[src/rtl/serial_subtractor_pkg.sv]
// Shared definitions for the serial subtractor, the hybrid adder and the ALU wrapper.
package serial_subtractor_pkg;

  localparam int DEFAULT_WIDTH = 8;

  localparam logic [1:0] ST_IDLE = 2'd0;
  localparam logic [1:0] ST_RUN  = 2'd1;
  localparam logic [1:0] ST_DONE = 2'd2;

endpackage

[src/rtl/serial_subtractor_full_subtractor.sv]
// One-bit combinational full subtractor: d = a - b - bin, bout = borrow out.
module full_subtractor (
  input  logic a,
  input  logic b,
  input  logic bin,
  output logic d,
  output logic bout
);

  assign d    = a ^ b ^ bin;
  assign bout = (~a & b) | (~(a ^ b) & bin);

endmodule

[src/rtl/serial_subtractor.sv]
// Bit-serial subtractor, LSB first, with a start/busy/done handshake.
//
// state | meaning
// IDLE  | waiting for start
// RUN   | one difference bit produced per clock
// DONE  | one-cycle completion pulse; start here begins a new run
module serial_subtractor
  import serial_subtractor_pkg::*;
#(
  parameter int WIDTH = DEFAULT_WIDTH
) (
  input  logic             clk,
  input  logic             rst_n,
  input  logic             start,
  input  logic [WIDTH-1:0] a,
  input  logic [WIDTH-1:0] b,
  input  logic             bw_in,
  output logic             busy,
  output logic             done,
  output logic [WIDTH-1:0] diff,
  output logic             bw_out,
  output logic             ovf
);

  localparam int CW = $clog2(WIDTH);
  localparam logic [CW-1:0] LAST_BIT = CW'(WIDTH - 1);
  localparam logic [CW-1:0] CNT_ONE  = CW'(1);

  logic [1:0]       state;
  logic [CW-1:0]    count;
  logic [WIDTH-1:0] a_sh;
  logic [WIDTH-1:0] b_sh;
  // Holds only the already-produced upper bits; the bit of the current edge is d_bit.
  logic [WIDTH-2:0] r_sh;
  logic [WIDTH-1:0] r_next;
  logic             brw;
  logic             a_msb;
  logic             b_msb;
  logic             d_bit;
  logic             bout_bit;
  logic             accept;

  full_subtractor u_fs (
    .a    (a_sh[0]),
    .b    (b_sh[0]),
    .bin  (brw),
    .d    (d_bit),
    .bout (bout_bit)
  );

  assign r_next = {d_bit, r_sh};
  assign accept = start && ((state == ST_IDLE) || (state == ST_DONE));
  assign busy   = (state == ST_RUN);
  assign done   = (state == ST_DONE);

  // FSM, bit counter, operand/result shift registers and borrow flop.
  always_ff @(posedge clk or negedge rst_n) begin
    if (!rst_n) begin
      state <= ST_IDLE;
      count <= '0;
      a_sh  <= '0;
      b_sh  <= '0;
      r_sh  <= '0;
      brw   <= 1'b0;
      a_msb <= 1'b0;
      b_msb <= 1'b0;
    end else if (accept) begin
      state <= ST_RUN;
      count <= '0;
      a_sh  <= a;
      b_sh  <= b;
      brw   <= bw_in;
      a_msb <= a[WIDTH-1];
      b_msb <= b[WIDTH-1];
    end else begin
      case (state)
        ST_RUN: begin
          a_sh  <= a_sh >> 1;
          b_sh  <= b_sh >> 1;
          r_sh  <= r_next[WIDTH-1:1];
          brw   <= bout_bit;
          count <= count + CNT_ONE;
          if (count == LAST_BIT) state <= ST_DONE;
        end
        ST_DONE: state <= ST_IDLE;
        ST_IDLE: state <= ST_IDLE;
        default: state <= ST_IDLE;
      endcase
    end
  end

  // Result and flags load only on the last-bit edge and are held otherwise.
  always_ff @(posedge clk or negedge rst_n) begin
    if (!rst_n) begin
      diff   <= '0;
      bw_out <= 1'b0;
      ovf    <= 1'b0;
    end else if ((state == ST_RUN) && (count == LAST_BIT)) begin
      diff   <= r_next;
      bw_out <= bout_bit;
      ovf    <= (a_msb ^ b_msb) & (a_msb ^ d_bit);
    end
  end

endmodule

[config.mk]
export PLATFORM = sky130hd
export DESIGN_NAME = serial_subtractor
export DESIGN_NICKNAME = d
export VERILOG_FILES = /design/src/rtl/serial_subtractor_pkg.sv /design/src/rtl/serial_subtractor_full_subtractor.sv /design/src/rtl/serial_subtractor.sv
export SDC_FILE = /design/constraint.sdc
export NUM_CORES = 1
export LEC_CHECK = 0
export CAP_MARGIN = 15
export CORE_MARGIN = 2
export CORE_UTILIZATION = 35
export CTS_CLUSTER_DIAMETER = 80
export DETAILED_ROUTE_END_ITERATION = 12
export GPL_ROUTABILITY_DRIVEN = 0
export PLACE_DENSITY = 0.64
export SYNTH_ARGS = -nofsm -noshare
export SYNTH_HDL_FRONTEND = slang
export SYNTH_HIERARCHICAL = 1
export SYNTH_SLANG_ARGS = --single-unit
[constraint.sdc]
create_clock -name clk -period 2.95 [get_ports clk]
set_input_delay 0.885 -clock clk [delete_from_list [all_inputs] [get_ports clk]]
set_output_delay 0.885 -clock clk [all_outputs]
set_load 0.03 [all_outputs]
==> impl_results.md, run 1 <==
- CTS buffer count: 5
- Core area: 4750 sq um
- Setup TNS: 0 ps
- Critical path buffers and inverters: 2
- Max Cap Violations: 0
- Fin worst setup slack: 268 ps
- Tcrit/Tclk final: around nine tenths
- Setup bufs post-CTS: 0
- CP Launch Type: register
- Total grt overflow: 0
- # diodes: 0
- Yosys reg bits: 41
- Slew at the pin closest to its max-slew limit: 899 ps
- Clk Latency, worst-skew pair: 290 ps
- Die W: between 70 and 80 um
- CTS H-Tree Depth: 2
- CP Data Arrival Time: 1800 ps
- DRC viols: 0
- R2R Setup Slk: 1230 ps
- R2R Path Start: count[0]
- Synth Area per Inst: 10.4 sq um
- Slew headroom: roughly two fifths
- Hold Vio Cnt, Final: 0
- First-pass GRT wire length: 5750 um
- Initial Util: between 30% and 40%
- Fraction of layout cells with a size suffix above 1: 10.6%
- R2R Path End: diff[3]
- CTS tree: built
- Die ar.: around 5600 sq um
- Clk pin slew, worst setup/hold paths: around 80 ps
- Post-placement setup slack: 575 ps
- Cts hold-fix bufs: 0
- Syn Std Cell Area: 1750 sq um
- Mapped Nets: roughly 190
- Routed Antenna Nets: 0
- Netlist cell types: 25
- Largest family of logic cells by synthesized area: simple AND/OR/NAND/NOR gates
- Post-Synth Adder-Cell Area: 2.58%
- Period minus WS final: 2680 ps
- Yosys top cell by area: dfrtp_1
- CP max FO: 26
- Synth top cells by count: nand2_1, dfrtp_1, nor2_1
- Leak: about 1.0 nW
- Synthesis Warnings: 6
- Top-count cell post-synth: nand2_1
- Hold EP: r_sh[0]
- Hpwl dp: 2010 um
- CP max stage delay: 710 ps
- Post-Route WL: 3190 um
- R2R cell count: 4
- Final setup fails: 0
- Layout area overhead: 25.0%
- Antenna violations before repair: 0
- I/O pins: 32
- WL met3: roughly 150 um
- Drt via density: 4.75
- HP Class: register to register
- Reg power frac: between 30% and 40%
- Synth Area in XOR/XNOR: 0%
- Switch Pwr: 0.921 mW
- Fin Clk Skew: 9.32 ps
- Compound-Gate Fraction of Synth Area: 8.81%
- Router iterations before antenna repair: 4
- Register area: about 1000 sq um
- Cells taking the most area after synthesis: dfrtp_1, nand2_1, mux2_2
- Resize count post-CTS: 0
- Wire per inst: 12.0 um
- Filler cell count in the final layout: 473
- PortBufs: 31
- WL met2: 1400 um
- Worst path slowest cell: clkdlybuf4s50_1
- Root buffer cell: clkbuf_8
- Max frequency: roughly 0.37 GHz
- Post-Synth Simple-Gate Area: 18.6%
- Metal-1 WL: around 1600 um
- Number of global-route vias before repair: 1261
- Footprint of the multi-input gates: 626 sq um
- Cell-internal power: 1.53 mW
- Max layer used: met4
- Synth Flop Type: dfrtp_1
- Mux share of post-synthesis cell area: 5.80%
- Largest net degree at the start of global routing: between 40 and 50
- Post-Syn Instances: ~170
- Fin. max-slew vios: 0
- CP Capture Type: output port
- Clock network fraction of total power: 17.8%
- CP Cell Sequence: nand2b_1 > inv_6 > clkdlybuf4s50_1
- FP Rows: 25
- Hold path depth: 2
- DIE HEIGHT: 74.6 um
- Status: finished, final reports clean
- Nets: 221
- Critical path type: register to output port
- FFs w/ async S/R, synth: between 90% and 100%
- Pwr Density: 1120 nW/um^2
- Vias: 1259
- RSZ-0062 raised after global routing: no
- Sink Count: 41
- GRT Total Usage: a little over an eighth
- Synth top area share: 58.7%
- Top delay family on crit path: buffers and inverters
- Logic pwr share: 42.3%
- Post-synthesis sequential area ratio: 58.7%
- EDFF count, synth: 0
- CP required: 2070 ps
- Hold_sp: r_sh[0]
- Peak supply drop: roughly 0.43 mV
- Iteration-0 DRC Markers: 52
- Sw Share: 37.6%
- Clk buf depth: 2
[power groups by stage]
stage | clock (mW) | combinational (mW) | sequential (mW)
after global routing | 0.474 | 1.18 | 1.01
final | 0.436 | 1.04 | 0.977
after global placement | 0 | 1.03 | 0.983
after floorplan | 0 | 0.675 | 1.08
after detailed placement | 0 | 1.05 | 0.988
after CTS | 0.454 | 1.05 | 0.979
[through the flow]
step	cell area, sq um	utilization, %	total power [mW]	hold slack [ps]	cells
floorplan	1750	-	1.76	442	168
finish	2180	45.9	2.45	476	265
detailed placement	2080	43.7	2.04	460	258
global route	2180	45.9	2.67	526	265
CTS	2180	45.9	2.48	481	265
global placement	2080	43.7	2.01	459	258
[how the worst max path moves through the flow]
stage | from | to | cells after the start
2_1_floorplan | state[1] | busy | 4
3_3_place_gp | state[1] | busy | 3
3_5_place_dp | state[1] | busy | 3
4_1_cts | state[1] | busy | 3
5_1_grt | state[1] | busy | 3
6_report | state[1] | busy | 3
[cell usage in the layout, fill, tap and decap left out]
master	instances
a21oi_1	1
clkdlybuf4s50_1	30
clkbuf_8	5
nor3_1	1
a31oi_1	10
dfrtp_1	41
a22o_1	4
ha_1	2
a22oi_1	4
inv_1	4
buf_4	2
nand2_1	52
fa_1	1
nand3_1	5
nand3b_1	1
and2b_1	1
o22ai_1	1
nor2_4	1
nor3b_1	1
o21ai_0	3
inv_6	1
nor2_1	11
mux2_2	9
clkinv_2	1
nor2b_1	2
bufinv_16	1
buf_2	1
nand2b_1	2
[per-layer routing]
metal / GRT usage [%] / vias to the layer above
li1: - / 614
met1: 18.1 / 600
met2: 21.1 / 40
met3: 4.15 / 5
met4: 5.36 / 0
met5: 0 / -
[cells by family (layout without fill, tap and decap cells)]
| group | count (synthesis) | after routing |
|---|---|---|
| AOI/OAI and AO/OA | 23 | 23 |
| adders and majority gates | 3 | 3 |
| and+or+nand+nor | 77 | 77 |
| buffers and inverters | 15 | 45 |
| muxes | 9 | 9 |
| DFF | 41 | 41 |
[worst register-to-register path: stages, from the launching register on]
cell      delay [ps]
dfrtp_1          400
ha_1             210
ha_1             200
nand3b_1         410
mux2_2           400
[state kept, by name, indices dropped and copies added, names as in the netlist, 2 cells and up]
| signal | cells |
|---|---|
| state | 2 |
| b_sh | 8 |
| count | 3 |
| r_sh | 7 |
| diff | 8 |
| a_sh | 8 |
[final cells by class]
class,instances,share of cell area [%]
clock buffers,5,3.15
clock inverters,2,1.60
inverters,5,1.09
multi-input cells,112,28.7
flip-flops and latches,41,47.0
well taps,67,3.84
repair buffers,33,14.7
No activity file was read; power rests on OpenSTA's default activity.
==> run 2, diff against run 1 <==
Settings changed: CORE_MARGIN 2 to default, CORE_UTILIZATION 35 to 55, PLACE_DENSITY 0.64 to 0.9.
==> impl_results.md, run 2 (same netlist as run 1, synthesis figures left out) <==
- Fin cells: 242
- Clk buf depth: 2
- Hold Vio Cnt, Final: 0
- HP Class: register to register
- Slew at the pin closest to its max-slew limit: between 900 and 1000 ps
- CP Launch Type: register
- CP Depth: 3
- Layout area overhead: 21.8%
- CP Data Arrival Time: around 1900 ps
- Router iterations before antenna repair: 5
- Pwr Density: 1130 nW/um^2
- Max frequency: approximately 0.36 GHz
- Registers with the most flip-flops: a_sh: 8 flops, b_sh: 8 flops, diff: 8 flops
- Vias: 1274
- Resize count post-CTS: 0
- CTS buffer count: 5
- Total grt overflow: 0
- Worst path slowest cell: clkdlybuf4s50_1
- Switch Pwr: about 0.9 mW
- Largest net degree at the start of global routing: 42
- Tcrit/Tclk final: between 90% and 100%
- Root buffer cell: clkbuf_4
- CP max stage delay: 710 ps
- Max Cap Violations: 0
- GRT Total Usage: between 20 and 25%
- Setup TNS: 0 ps
- Die W: between 50 and 60 um
- Fraction of layout cells with a size suffix above 1: 10.1%
- Critical path type: register to output port
- CP Cell Sequence: nand2b_1 > inv_6 > clkdlybuf4s50_1
- Most common cell after layout, fill and taps aside: nand2_1
- Cell-internal power: 1.48 mW
- Peak supply drop: around 0.53 mV
- I/O pins: 32
- Sw Share: 38.5%
- Iteration-0 DRC Markers: 40
- Leak: 0.995 nW
- Number of global-route vias before repair: between 1000 and 1500
- CTS H-Tree Depth: 2
- Drt via density: 5.26
- FP Rows: 20
- Die ar.: 3410 sq um
- DIE HEIGHT: a little under 60 um
- Post-Route WL: 3230 um
- Commonest non-fill, non-tap cells in the layout: nand2_1, dfrtp_1, clkdlybuf4s50_1, nor2_1, a31oi_1
- Routed Antenna Nets: 0
- RSZ-0062 raised after global routing: no
- Final setup fails: 0
- Status: finished, final reports clean
- Initial Util: 57.7%
- Critical path buffers and inverters: 2
- Antenna violations before repair: 0
- CP required: 2070 ps
- Fin Clk Skew: 15.1 ps
- Sink Count: 41
- Clk pin slew, worst setup/hold paths: 120 ps
- First-pass GRT wire length: approximately 5500 um
- CP max FO: 26
- Wire per inst: 13.4 um
- R2R cell count: 4
- DRC viols: 0
- Hpwl dp: 2260 um
- Core area: 3030 sq um
- PortBufs: 31
- Design Power: 2.41 mW
- Reg power frac: 40.8%
- Clk Latency, worst-skew pair: 350 ps
- Fin. max-slew vios: 0
- Hold path depth: 2
- Slew headroom: 33.8%
- CP Capture Type: output port
- Placed Instances: 234
- Nets: 220
- Top delay family on crit path: buffers and inverters
- Clock network fraction of total power: 15.7%
- CTS tree: built
- Period minus WS final: approximately 2800 ps
- Cts hold-fix bufs: 0
- Logic pwr share: 43.5%
- Setup bufs post-CTS: 0
- # diodes: 0
run 2: cell count changes in the layout (fill, tap and decap cells not counted), sizes merged:
| cell | previous run | this run |
|---|---|---|
| clkbuf | 5 | 7 |
| clkinv | 1 | 0 |
| buf | 3 | 2 |
run 2: path summary, 6_finish.rpt:
kind	end	startpoint	slack, ps
setup / recovery	busy	state[1]	170
hold / removal	r_sh[0]	r_sh[0]	500
setup reg to reg	diff[2]	count[0]	1220
hold reg to reg	r_sh[0]	r_sh[0]	500
max in group asynchronous	a_sh[1]	rst_n	1770
min in group asynchronous	r_sh[4]	rst_n	630
run 2: cell type report:
type | count | area (sq um)
sequential | 41 | 1030
fill | 248 | 900
multi-input combinational | 112 | 626
timing repair buffer | 32 | 313
clock buffer | 7 | 55.1
tap | 44 | 55.1
clock inverter | 1 | 30.0
inverter | 5 | 23.8
run 2: power by group through the flow:
| stage | Sequential, mW | Clock [mW] | Combinational [mW] |
|---|---|---|---|
| floorplan | 1.08 | 0 | 0.675 |
| global placement | 0.974 | 0 | 1.01 |
| detailed placement | 0.999 | 0 | 1.05 |
| CTS | 0.985 | 0.387 | 1.06 |
| global route | 1.02 | 0.415 | 1.16 |
| finish | 0.981 | 0.378 | 1.05 |
run 2: metal layers:
| metal | share of wire (%) | up-vias | global-route usage (%) |
|---|---|---|---|
| li1 | - | 614 | - |
| met1 | 43 | 613 | 26.8 |
| met2 | 51 | 41 | 38.9 |
| met3 | 4.6 | 6 | 5.93 |
| met4 | 1.1 | 0 | 6.12 |
| met5 | 0 | - | 0 |
run 2: worst reg2reg max path, stage by stage (launching register included):
cell,delay (ps)
dfrtp_1,410
ha_1,210
ha_1,190
nand3b_1,420
mux2_2,410
run 2: per-stage QoR:
step / utilization (%) / setup slack, ps / cell area [sq um] / hold slack, ps
4_1_cts: 70.3 / 158 / 2130 / 506
3_3_place_gp: 67.5 / 591 / 2040 / 458
6_report: 70.3 / 166 / 2130 / 504
3_5_place_dp: 67.5 / 509 / 2040 / 477
5_1_grt: 70.3 / 86.1 / 2130 / 529
2_1_floorplan: - / 1210 / 1750 / 442
